`config.mk`:
```
export PLATFORM = sky130hd
export DESIGN_NAME = mcdt_pkt_formatter
export DESIGN_NICKNAME = d
export VERILOG_FILES = /design/src/rtl/mcdt_pkt_formatter.sv
export SDC_FILE = /design/constraint.sdc
export NUM_CORES = 2
export LEC_CHECK = 0
export BUFFER_PORTS_ARGS = -buffer_cell sky130_fd_sc_hd__buf_2
export CORE_ASPECT_RATIO = 0.5
export CORE_MARGIN = 2
export CORE_UTILIZATION = 50
export DETAILED_ROUTE_END_ITERATION = 10
export PLACE_DENSITY = 0.61
export SLEW_MARGIN = 15
export SYNTH_ARGS = -nofsm -noshare
export SYNTH_HDL_FRONTEND = slang
export SYNTH_SLANG_ARGS = --single-unit
```
`constraint.sdc`:
```
create_clock -name clk_i -period 4.7 [get_ports clk_i]
set_input_delay 0.47 -clock clk_i [delete_from_list [all_inputs] [get_ports clk_i]]
set_output_delay 0.47 -clock clk_i [all_outputs]
set_load 0.05 [all_outputs]
```
`src/rtl/mcdt_pkt_formatter.sv`:
```
// mcdt_pkt_formatter: buffers the arbitrated mcdt word stream per channel and frames it into
// header + PKT_LEN payload packets; define MCDT_PKT_FORMATTER_CHKSUM_EN to append an XOR trailer.
module mcdt_pkt_formatter #(
    parameter int         DEPTH   = 16,
    parameter int         PKT_LEN = 4,
    parameter logic [7:0] SYNC    = 8'hA5
) (
    input  logic        clk_i,
    input  logic        rst_i,
    input  logic [31:0] mcdt_data_i,
    input  logic        mcdt_val_i,
    input  logic [1:0]  mcdt_id_i,
    output logic [31:0] fmt_data_o,
    output logic        fmt_valid_o,
    input  logic        fmt_ready_i,
    output logic        fmt_first_o,
    output logic        fmt_last_o,
    output logic [2:0]  fmt_ovf_o
);
    localparam int            PW        = $clog2(DEPTH);
    localparam int            CW        = PW + 1;
    localparam logic [CW-1:0] FULL      = CW'(DEPTH);
    localparam logic [CW-1:0] LEN       = CW'(PKT_LEN);
    localparam logic [CW-1:0] LAST_BEAT = CW'(PKT_LEN - 1);
    localparam logic [7:0]    LEN_B     = 8'(PKT_LEN);

`ifdef MCDT_PKT_FORMATTER_CHKSUM_EN
    typedef enum logic [1:0] {IDLE, HDR, PAY, CHK} state_t;
`else
    typedef enum logic [1:0] {IDLE, HDR, PAY} state_t;
`endif

    logic [31:0]   mem    [3][DEPTH];
    logic [PW-1:0] wr_ptr [3];
    logic [PW-1:0] rd_ptr [3];
    logic [CW-1:0] count  [3];
    logic [7:0]    seq    [3];
    logic [2:0]    ovf;
    logic [1:0]    last_served;
    logic [1:0]    sel, sel_nxt;
    logic [CW-1:0] beat;
    state_t        state, state_nxt;
    logic [2:0]    full, wr_en, rd_en;
    logic          pop, hdr_done, pkt_done;
    logic          pick_any;
    logic [1:0]    pick;
    logic [31:0]   head;
`ifdef MCDT_PKT_FORMATTER_CHKSUM_EN
    logic [31:0]   chk_acc;
`endif

    function automatic logic [1:0] rr_chan(input logic [1:0] base, input int k);
        return 2'((int'(base) + k) % 3);
    endfunction

    assign head      = mem[sel][rd_ptr[sel]];
    assign fmt_ovf_o = ovf;

    // A full buffer refuses the write even if the same cycle pops it.
    always_comb begin
        for (int c = 0; c < 3; c++) begin
            full[c]  = (count[c] == FULL);
            wr_en[c] = mcdt_val_i && (mcdt_id_i == 2'(c)) && !full[c];
            rd_en[c] = pop && (sel == 2'(c));
        end
    end

    always_ff @(posedge clk_i) begin
        for (int c = 0; c < 3; c++) begin
            if (wr_en[c]) begin
                mem[c][wr_ptr[c]] <= mcdt_data_i;
            end
        end
    end

    always_ff @(posedge clk_i) begin
        if (rst_i) begin
            for (int c = 0; c < 3; c++) begin
                wr_ptr[c] <= '0;
                rd_ptr[c] <= '0;
                count[c]  <= '0;
                seq[c]    <= '0;
            end
            ovf <= '0;
        end else begin
            for (int c = 0; c < 3; c++) begin
                if (wr_en[c]) begin
                    wr_ptr[c] <= wr_ptr[c] + PW'(1);
                end
                if (rd_en[c]) begin
                    rd_ptr[c] <= rd_ptr[c] + PW'(1);
                end
                if (wr_en[c] && !rd_en[c]) begin
                    count[c] <= count[c] + CW'(1);
                end else if (!wr_en[c] && rd_en[c]) begin
                    count[c] <= count[c] - CW'(1);
                end
                if (mcdt_val_i && (mcdt_id_i == 2'(c)) && full[c]) begin
                    ovf[c] <= 1'b1;
                end
                if (pkt_done && (sel == 2'(c))) begin
                    seq[c] <= seq[c] + 8'd1;
                end
            end
        end
    end

    // Round robin: search starts at the channel after the one served last.
    always_comb begin
        pick_any = 1'b0;
        pick     = 2'd0;
        for (int k = 1; k <= 3; k++) begin
            if (!pick_any && (count[rr_chan(last_served, k)] >= LEN)) begin
                pick_any = 1'b1;
                pick     = rr_chan(last_served, k);
            end
        end
    end

    always_ff @(posedge clk_i) begin
        if (rst_i) begin
            state       <= IDLE;
            sel         <= 2'd0;
            beat        <= '0;
            last_served <= 2'd2;
        end else begin
            state <= state_nxt;
            sel   <= sel_nxt;
            if (hdr_done) begin
                beat <= '0;
            end else if (pop) begin
                beat <= beat + CW'(1);
            end
            if (pkt_done) begin
                last_served <= sel;
            end
        end
    end

`ifdef MCDT_PKT_FORMATTER_CHKSUM_EN
    always_ff @(posedge clk_i) begin
        if (rst_i || hdr_done) begin
            chk_acc <= '0;
        end else if (pop) begin
            chk_acc <= chk_acc ^ head;
        end
    end
`endif

    // Outputs come straight from the state and the buffer head, so they hold during a stall.
    always_comb begin
        state_nxt   = state;
        sel_nxt     = sel;
        fmt_valid_o = 1'b0;
        fmt_first_o = 1'b0;
        fmt_last_o  = 1'b0;
        fmt_data_o  = '0;
        pop         = 1'b0;
        hdr_done    = 1'b0;
        pkt_done    = 1'b0;
        case (state)
            IDLE: begin
                if (pick_any) begin
                    sel_nxt   = pick;
                    state_nxt = HDR;
                end
            end
            HDR: begin
                fmt_valid_o = 1'b1;
                fmt_first_o = 1'b1;
                fmt_data_o  = {SYNC, sel, 6'b0, LEN_B, seq[sel]};
                if (fmt_ready_i) begin
                    hdr_done  = 1'b1;
                    state_nxt = PAY;
                end
            end
            PAY: begin
                fmt_valid_o = 1'b1;
                fmt_data_o  = head;
                pop         = fmt_ready_i;
                if (beat == LAST_BEAT) begin
`ifdef MCDT_PKT_FORMATTER_CHKSUM_EN
                    if (fmt_ready_i) begin
                        state_nxt = CHK;
                    end
`else
                    fmt_last_o = 1'b1;
                    if (fmt_ready_i) begin
                        pkt_done  = 1'b1;
                        state_nxt = IDLE;
                    end
`endif
                end
            end
`ifdef MCDT_PKT_FORMATTER_CHKSUM_EN
            CHK: begin
                fmt_valid_o = 1'b1;
                fmt_last_o  = 1'b1;
                fmt_data_o  = chk_acc;
                if (fmt_ready_i) begin
                    pkt_done  = 1'b1;
                    state_nxt = IDLE;
                end
            end
`endif
            default: state_nxt = IDLE;
        endcase
    end
endmodule

```
==> results by group <==
Timing
  • TNS Setup: 0 ns
  • Count of final hold-check violations: 0
  • RSZ-0062 raised after global routing: no
  • Worst slew pin tran: 1.14 ns
  • Worst clock skew: 0.0273 ns
  • Fin crit period: 4.57 ns
  • Crit share post-route: between 90 and 100%
  • Relative slew margins: between 20% and 30%
  • Fin. max-slew vios: 0
  • Fmax: about 220 MHz
  • Count of final setup violators: 0

Drt
  • Drt via density: around 6.2
  • Initial DRC count: about 4600
  • DRC: 0
  • Vias: 37976
  • Routed length per instance: 29.4 µm
  • Final ANT Viol Nets: 0
  • Drt total wl: between 150000 and 200000 µm
  • First-pass DRT Iterations: 5

Clock tree
  • Post-CTS Hold Buffers: 0
  • CTS Buffer Depth: 3
  • Worst-path clk slew: 0.06 ns
  • Clock Tree Root: clkbuf_16
  • H-tree depth: 4
  • Total clock sinks: approximately 1600
  • CTS Buf Count: ~150
  • Worst skew pair latency: just under 0.8 ns
  • CTS tree: yes
  • Post-CTS Setup Bufs: 0

Global route
  • Largest net degree at the start of global routing: 164
  • Global-route wire length before repair: roughly 260000 µm
  • Remaining Overflow, GRT: 0
  • Total track usage: 26.6%
  • Initial antenna violation count: 11
  • Vias in the first global route: 36108

Setup path
  • Worst path max stage delay: 0.86 ns
  • CP Cell Sequence: nand2b_1, a21bo_4, nor2_2, a31oi_1, a211oi_1, a311oi_1, buf_4, buf_12
  • CP max-delay cell: nor2_2
  • Crit end category: output port
  • Crit Path Category: reg -> out
  • Cell count of the worst reg-to-reg path: 13
  • WP data required: 4.23 ns
  • Setup crit start kind: flip-flop
  • WP data arrival: 4.10 ns
  • CP delay by family, top: compound AO/OA/AOI/OAI gates
  • Worst Path Buf+Inv: 2
  • WP depth: 8
  • Worst Path Max Fanout: 14

Logic synthesis
  • Mapped Area: between 60000 and 70000 µm²
  • Syn Area/Cell: 15.9 µm²
  • Post-synthesis register bit count: roughly 1600
  • Syn_nets: 4210
  • Post-synthesis async set-or-reset flop share: 0%
  • Post-synth EDFFs: around 1600
  • Cell variety after synth: 76
  • Register area share after synthesis: between 70% and 80%
  • Synth Warn #: 0
  • Cells after synthesis: about 4100
  • Main synth FF type: edfxtp_1

Finish
  • Fillers: approximately 10000
  • Nets: roughly 4300
  • Most frequent cells in the layout: 1599 x edfxtp_1, 504 x mux2i_1, 409 x nand2_1
  • Commonest non-fill, non-tap cell in the layout: edfxtp_1
  • Multi-input logic area: roughly 16000 µm²
  • Share of post-route cells with drive strength above 1: between 10 and 15%
  • Register area: 48300 µm²
  • Synth-to-layout area growth: 12.6%
  • Post-Layout Cell Count: 6143

Floorplanning
  • Starting Density: approximately 50%
  • Core Region: 131000 µm²
  • Die Width: 517 µm
  • Rows: 94
  • Top Ports: 76
  • Die height: about 260 µm
  • Die Area: 135000 µm²

Place
  • Post-DP HPWL: 105000 µm
  • Input/output buffers: 75
  • GP Congestion: 0.852
  • Placed Instances: 5877

Power
  • Static Leak: 24.0 nW
  • Pwr dens: around 450 nW/µm²
  • Worst IR Drop VDD: just over 0.0004 V

Run
  • Number of max-cap violations: 0

Min path
  • WHS Path Cells: 4
  • Worst Hold Class: in -> reg

Status
  • Status: complete, no violations
-- power breakdown --
group	internal (W)	leakage (nW)	switching, W
clock network	0.00664	2.30	0.00527
logic	0.00179	7.05	0.00345
registers	0.0160	14.6	0.000105
total	0.0244	24.0	0.00883
-- area by class of cell --
class                      instances  area share (%)
tap                             1776            3.00
antenna                            2         0.00676
inverter                          36           0.193
clock buffer                     182            5.23
multi-input combinational       2226            22.1
clock inverter                    82            1.10
timing repair buffer             224            3.06
sequential                      1615            65.3
-- worst paths after layout --
| path | start | to | slack (ns) |
|---|---|---|---|
| max reg2reg | state[0]$_SDFFE_PP0P_ | count[1][4]$_SDFFCE_PN0P_ | 1.30 |
| max | flip-flop | fmt_data_o[15] | 0.13 |
| min reg2reg | fmt_ovf_o[2]$_SDFFE_PP0P_ | fmt_ovf_o[2]$_SDFFE_PP0P_ | 0.49 |
| min | fmt_ready_i | beat[1]$_SDFFE_PP0P_ | 0.09 |
-- metrics by stage --
step / hold slack (ns) / setup slack (ns) / cell area (µm²) / total power, W / util (%)
after global placement: 0.454 / 0.990 / 69300 / 0.0215 / 52.9
after global routing: 0.0923 / 0.0632 / 74000 / 0.0342 / 56.5
after CTS: 0.0329 / 0.0629 / 74000 / 0.0333 / 56.5
after detailed placement: 0.464 / 0.931 / 69300 / 0.0216 / 52.9
after floorplan: 0.454 / 0.667 / 65800 / 0.0196 / -
final: 0.0924 / 0.135 / 74000 / 0.0332 / 56.5
-- tightest hold or removal path, cell delays in order --
cell and delay, ns:
buf_2 0.14, nand2_1 0.08, nand2_1 0.07, a21oi_1 0.05
-- cells by family after synthesis --
family | Yosys count | share of synthesized area (%)
flip-flops | 1615 | 73.5
AND/OR/NAND/NOR | 913 | 6.31
AO/OA/AOI/OAI | 634 | 6.71
multiplexers | 597 | 10.1
buffers and inverters | 294 | 2.01
XOR/XNOR | 45 | 0.599
adder cells (fa/ha/maj) | 37 | 0.727
-- what timing repair did --
action,CTS,global route
hold endpoints to repair,0,0
setup endpoints to repair,0,1
gates resized for setup,0,2
-- Yosys cell counts, types with 34 or more instances --
library cell | n | share of area [%]
a211oi_1 | 66 | 0.75
a21oi_1 | 54 | 0.41
a31oi_1 | 61 | 0.58
buf_2 | 110 | 0.84
clkbuf_1 | 117 | 0.67
edfxtp_1 | 1599 | 73
ha_1 | 35 | 0.67
inv_1 | 35 | 0.20
mux2_2 | 41 | 0.70
mux2i_1 | 504 | 7.7
mux4_2 | 49 | 1.7
nand2_1 | 409 | 2.3
nand3_1 | 124 | 0.94
nor2_1 | 180 | 1.0
nor3_1 | 41 | 0.31
o211ai_1 | 157 | 1.8
o21ai_0 | 119 | 0.91
o221ai_1 | 34 | 0.45
-- registers in the layout, indices dropped and copies added, names as in the netlist, named ones only --
name / count
mem: 1536
seq: 24
count: 15
rd_ptr: 12
wr_ptr: 12
beat: 5
fmt_ovf_o: 3
last_served: 2
sel: 2
state: 2
-- per-layer routing --
metal | global-route usage, % | vias up | part of all wire (%)
met3 | 4.08 | 222 | 8.2
met2 | 40.5 | 1634 | 45
met5 | 0 | - | 0
met1 | 40.2 | 19720 | 44
li1 | - | 16400 | -
met4 | 7.26 | 0 | 2.1
Power figures use the tool's default switching activity.
